`config.mk`:
```
export PLATFORM = sky130hd
export DESIGN_NAME = attopu_sequencer
export DESIGN_NICKNAME = d
export VERILOG_FILES = /design/src/rtl/attopu_pkg.sv /design/src/rtl/attopu_mem_timer.sv /design/src/rtl/attopu_sequencer.sv
export SDC_FILE = /design/constraint.sdc
export NUM_CORES = 1
export LEC_CHECK = 0
export BUFFER_PORTS_ARGS = -buffer_cell sky130_fd_sc_hd__buf_2
export CAP_MARGIN = 15
export CORE_MARGIN = 2
export CORE_UTILIZATION = 40
export CTS_CLUSTER_SIZE = 14
export DETAILED_ROUTE_END_ITERATION = 10
export GPL_TIMING_DRIVEN = 0
export PLACE_DENSITY = 0.71
export SLEW_MARGIN = 5
export SYNTH_ARGS = -nofsm -noshare
export SYNTH_HDL_FRONTEND = slang
export SYNTH_HIERARCHICAL = 1
export SYNTH_SLANG_ARGS = --single-unit
```
`constraint.sdc`:
```
create_clock -name clk -period 7.7 [get_ports clk]
set_clock_uncertainty 0.1 [all_clocks]
set_input_delay 0.77 -clock clk [delete_from_list [all_inputs] [get_ports clk]]
set_output_delay 0.77 -clock clk [all_outputs]
set_load 0.01 [all_outputs]
```
`src/rtl/attopu_pkg.sv`:
```
// rtl/attopu_pkg.sv - shared state encoding and opcode constants for the attopu core
package attopu_pkg;

  typedef enum logic [2:0] {
    S_IDLE,
    S_FETCH,
    S_DECODE,
    S_EXEC,
    S_MEM,
    S_HALT
  } state_e;

  localparam logic [2:0] OP_ALU = 3'b000;
  localparam logic [2:0] OP_LDI = 3'b001;
  localparam logic [2:0] OP_LDR = 3'b011;
  localparam logic [2:0] OP_ST  = 3'b101;
  localparam logic [2:0] OP_BRZ = 3'b110;
  localparam logic [2:0] OP_BRR = 3'b111;

  localparam logic [2:0] OP_ILL0 = 3'b010;
  localparam logic [2:0] OP_ILL1 = 3'b100;

  function automatic logic is_illegal_op(input logic [2:0] op);
    return (op == OP_ILL0) || (op == OP_ILL1);
  endfunction

endpackage

```
`src/rtl/attopu_mem_timer.sv`:
```
// rtl/attopu_mem_timer.sv - wait-cycle counter for a memory request; expired on its last allowed cycle
module attopu_mem_timer #(
  parameter int TIMEOUT = 16
) (
  input  logic clk,
  input  logic reset,
  input  logic clear,
  input  logic count,
  output logic expired
);

  localparam int W = $clog2(TIMEOUT);

  logic [W-1:0] cnt_q, cnt_d;

  assign expired = (cnt_q == W'(TIMEOUT - 1));

  // Saturates at the expiry value so a stalled owner cannot wrap it back to zero.
  always_comb begin
    cnt_d = cnt_q;
    if (clear) begin
      cnt_d = '0;
    end else if (count && !expired) begin
      cnt_d = cnt_q + W'(1);
    end
  end

  always_ff @(posedge clk or posedge reset) begin
    if (reset) begin
      cnt_q <= '0;
    end else begin
      cnt_q <= cnt_d;
    end
  end

endmodule

```
`src/rtl/attopu_sequencer.sv`:
```
// rtl/attopu_sequencer.sv - multi-cycle fetch/decode/execute/memory control FSM for the attopu core
module attopu_sequencer
  import attopu_pkg::*;
#(
  parameter int MEM_TIMEOUT = 16,
  parameter int CNT_W       = 16
) (
  input  logic             clk,
  input  logic             reset,
  input  logic             run,
  input  logic             halt_req,
  input  logic [2:0]       opcode,
  input  logic             dec_regFileWE,
  input  logic             dec_memWE,
  input  logic             dec_regDataInSource,
  output logic             mem_req,
  input  logic             mem_ack,
  output logic             mem_we,
  output logic             mem_addr_sel,
  output logic             ir_load,
  output logic             pc_en,
  output logic             rf_we,
  output logic             busy,
  output logic             illegal,
  output logic             bus_err,
  output logic [CNT_W-1:0] retired
);

  state_e           state_q, state_d;
  logic             illegal_q, illegal_d;
  logic             bus_err_q, bus_err_d;
  logic [CNT_W-1:0] retired_q, retired_d;
  logic             tmr_clear, tmr_count, tmr_expired;

  attopu_mem_timer #(
    .TIMEOUT(MEM_TIMEOUT)
  ) u_mem_timer (
    .clk    (clk),
    .reset  (reset),
    .clear  (tmr_clear),
    .count  (tmr_count),
    .expired(tmr_expired)
  );

  always_ff @(posedge clk or posedge reset) begin
    if (reset) begin
      state_q   <= S_IDLE;
      illegal_q <= 1'b0;
      bus_err_q <= 1'b0;
      retired_q <= '0;
    end else begin
      state_q   <= state_d;
      illegal_q <= illegal_d;
      bus_err_q <= bus_err_d;
      retired_q <= retired_d;
    end
  end

  always_comb begin
    state_d      = state_q;
    illegal_d    = illegal_q;
    bus_err_d    = bus_err_q;
    retired_d    = retired_q;
    mem_req      = 1'b0;
    mem_we       = 1'b0;
    mem_addr_sel = 1'b0;
    ir_load      = 1'b0;
    pc_en        = 1'b0;
    rf_we        = 1'b0;
    tmr_count    = 1'b0;

    unique case (state_q)
      S_IDLE: begin
        if (run && !halt_req) state_d = S_FETCH;
      end
      S_FETCH: begin
        mem_req = 1'b1;
        // An ack on the expiry cycle still completes the fetch normally.
        if (mem_ack) begin
          ir_load = 1'b1;
          state_d = S_DECODE;
        end else if (tmr_expired) begin
          bus_err_d = 1'b1;
          state_d   = S_HALT;
        end else begin
          tmr_count = 1'b1;
        end
      end
      S_DECODE: begin
        if (is_illegal_op(opcode)) begin
          illegal_d = 1'b1;
          state_d   = S_HALT;
        end else if (dec_memWE || dec_regDataInSource) begin
          state_d = S_MEM;
        end else begin
          state_d = S_EXEC;
        end
      end
      S_EXEC: begin
        rf_we     = dec_regFileWE;
        pc_en     = 1'b1;
        retired_d = retired_q + CNT_W'(1);
        state_d   = halt_req ? S_IDLE : S_FETCH;
      end
      S_MEM: begin
        mem_req      = 1'b1;
        mem_addr_sel = 1'b1;
        mem_we       = dec_memWE;
        if (mem_ack) begin
          rf_we     = dec_regDataInSource && (opcode != OP_ST);
          pc_en     = 1'b1;
          retired_d = retired_q + CNT_W'(1);
          state_d   = halt_req ? S_IDLE : S_FETCH;
        end else if (tmr_expired) begin
          bus_err_d = 1'b1;
          state_d   = S_HALT;
        end else begin
          tmr_count = 1'b1;
        end
      end
      S_HALT: begin
        state_d = S_HALT;
      end
      default: begin
        state_d = S_IDLE;
      end
    endcase

    tmr_clear = (state_d != state_q) && ((state_d == S_FETCH) || (state_d == S_MEM));
  end

  assign busy    = (state_q != S_IDLE) && (state_q != S_HALT);
  assign illegal = illegal_q;
  assign bus_err = bus_err_q;
  assign retired = retired_q;

endmodule
```
==> metrics.cfg <==
[run_status]
status=finished clean

[sta]
finalHoldViolations=0
max_slew_margin=0.443
finalCritPeriodShare=0.402
setup_viol=0
fin_setup_tns_ps=0
tightest_slew_ps=824
final.setup.worst_slack_ps=4610
hold_ws_ps=206
fmax_mhz=323
rsz0062_at_grt=no
slew_viol_final=0
min_period_ps=3090

[cells_and_area]
mostFrequentLayoutCells=36 x buf_2, 25 x dfrtp_1, 14 x xnor2_1
stdcell_area_sq_mm=0.00162
final_common_cell=buf_2
multi_input_area_sq_um=669
nNetsFinal=186
nFillCells=321
syn2layout_area_growth_pct=19.3
postLayoutCoreUtil=0.490
num_antenna_cells=0
drive_gt1_frac=0.308
seq_area_sq_um=626
finalNonFillerCells=218

[route]
drt_iter0_markers=95
dr.pass1.iters=4
ant_nets=0
drt-total-wl_um=2830
vias_per_cell=5.05
num_vias=1101
wl_per_cell_um=13.0
drc=0

[power]
power.share.sequential=0.396
ir_worst_vdd_mv=0.105
p_clk_frac=0.137
finalPower_mw=0.445
switching_share=0.389
power_frac_comb=0.467
netSwitchingPower_mw=0.173
cellPowerDensity_mw_per_mm2=274
p_leak_nw=0.805
internal_power_mw=0.272

[placement]
dp.final_hpwl_um=2190
dpl_cell_area_sq_mm=0.00159
place_ws_ps=4360
dpl.cell_count=214
gp_congestion=0.809
place.port_buffers=35

[yosys]
synth_cells=133
synthFlopType=dfrtp_1
async_flop_share=1.00
synth_cell_types=42
yosysWarnings=6
synth_edf_count=0
synth.avg_cell_area_sq_um=10.2
netlist_area_sq_mm=0.00136
synth-seq-cells=25
ys_seq_area_frac=0.460
synth_fp_nets=146

[run]
cap_violations=0

[global_route]
grt_max_degree=22
gr-total-overflow=0
track_usage=0.157
grt_pass1_wl_um=4870
grt_pass1_vias=1105
antenna_found_initial=0

[worst_setup_path]
worst-setup-path-type=flop to flop
cp.arrival_ps=3220
regToRegStartpoint=u_mem_timer/cnt_q[0]
cp-startpoint=u_mem_timer/cnt_q[0]
cp_max_fo=6
startpoint_type=flop
worstSetupEndpointType=flop
critPathRequiredTime_ps=7830

[clocking]
hold_buffers=0
cts_htree_levels=1
post-cts-setup-buffers=0
clock_latency_ps=330
cts_tree=built
clock_sinks=25
numCtsBuffers=3
path_clk_slew_ps=130
clockBufferDepth=2
cts_root_buffer=clkbuf_4
cts_resized=0

[floorplanning]
fp.dieW_um=62.3
core_sq_mm=0.00331
die_h_um=62.3
row_count=21
io_pins=36
dieArea_sq_mm=0.00388
initial_core_util=0.411

[worst_hold_path]
hp-class=input pin to asynchronous set/reset pin

[final timing paths]
check	to	slack, ps	depth (start not counted)
setup / recovery	u_mem_timer/cnt_q[0]	4610	9
hold / removal	u_mem_timer/cnt_q[1]	210	2
setup reg to reg	u_mem_timer/cnt_q[0]	4610	9
hold reg to reg	illegal	370	1
max in group asynchronous	retired[0]	6520	2
min in group clk	illegal	370	1
[synth_stat cells, types with 3 or more instances]
cell type  count  area, sq um
a21oi_1        5         25.0
xor2_1         4         35.0
o21ai_0        6         30.0
nand2_1        8         30.0
nand3_1        8         40.0
nor2_1         7         26.3
dfrtp_1       25          626
xnor2_1       14          123
nand4_1        5         31.3
inv_1          6         22.5
and3_1         3         18.8
nand2b_1       3         18.8
nor3_1         3         15.0
[area by class of cell]
cell class / count / area share
plain buffers: 5 / 0.0239
clock buffers: 3 / 0.0139
clock inverters: 1 / 0.00463
inverters: 7 / 0.0162
multi-input cells: 96 / 0.412
flip-flops and latches: 25 / 0.386
well taps: 46 / 0.0355
repair buffers: 35 / 0.108
[power groups by stage]
stage               combinational [mW]  sequential (mW)  clock (mW)
detailed placement               0.208            0.179           0
CTS                              0.209            0.176      0.0633
finish                           0.208            0.176      0.0610
global route                     0.226            0.181      0.0679
global placement                 0.199            0.177           0
floorplan                        0.143            0.182           0
[logic make-up after synthesis]
group / share of synthesized area
muxes: 0.0340
buffers and inverters: 0.0478
adders and majority gates: 0.0184
xor gates and xnor gates: 0.116
and+or+nand+nor: 0.236
DFF: 0.460
AOI/OAI and AO/OA: 0.0874
[registers in the layout (all words and copies together) (netlist names)]
signal,flops
bus_err,1
u_mem_timer/cnt_q,4
illegal,1
state_q,3
retired,16
[metal layers]
layer | share of wire | global-route usage
met5 | 0 | 0
met4 | 0.0081 | 0.0667
met3 | 0.037 | 0.0236
met2 | 0.51 | 0.281
met1 | 0.45 | 0.188
[worst max-delay path, cell delays in order (launching register included)]
cell and delay [ps]:
dfrtp_1 430, ha_1 240, and3_4 220, a21oi_1 130, o21ai_0 80, a222oi_1 500, xnor2_1 170, nor4bb_1 670
nor2b_1 130, mux2_4 310
No activity file was read; power rests on OpenSTA's default activity.
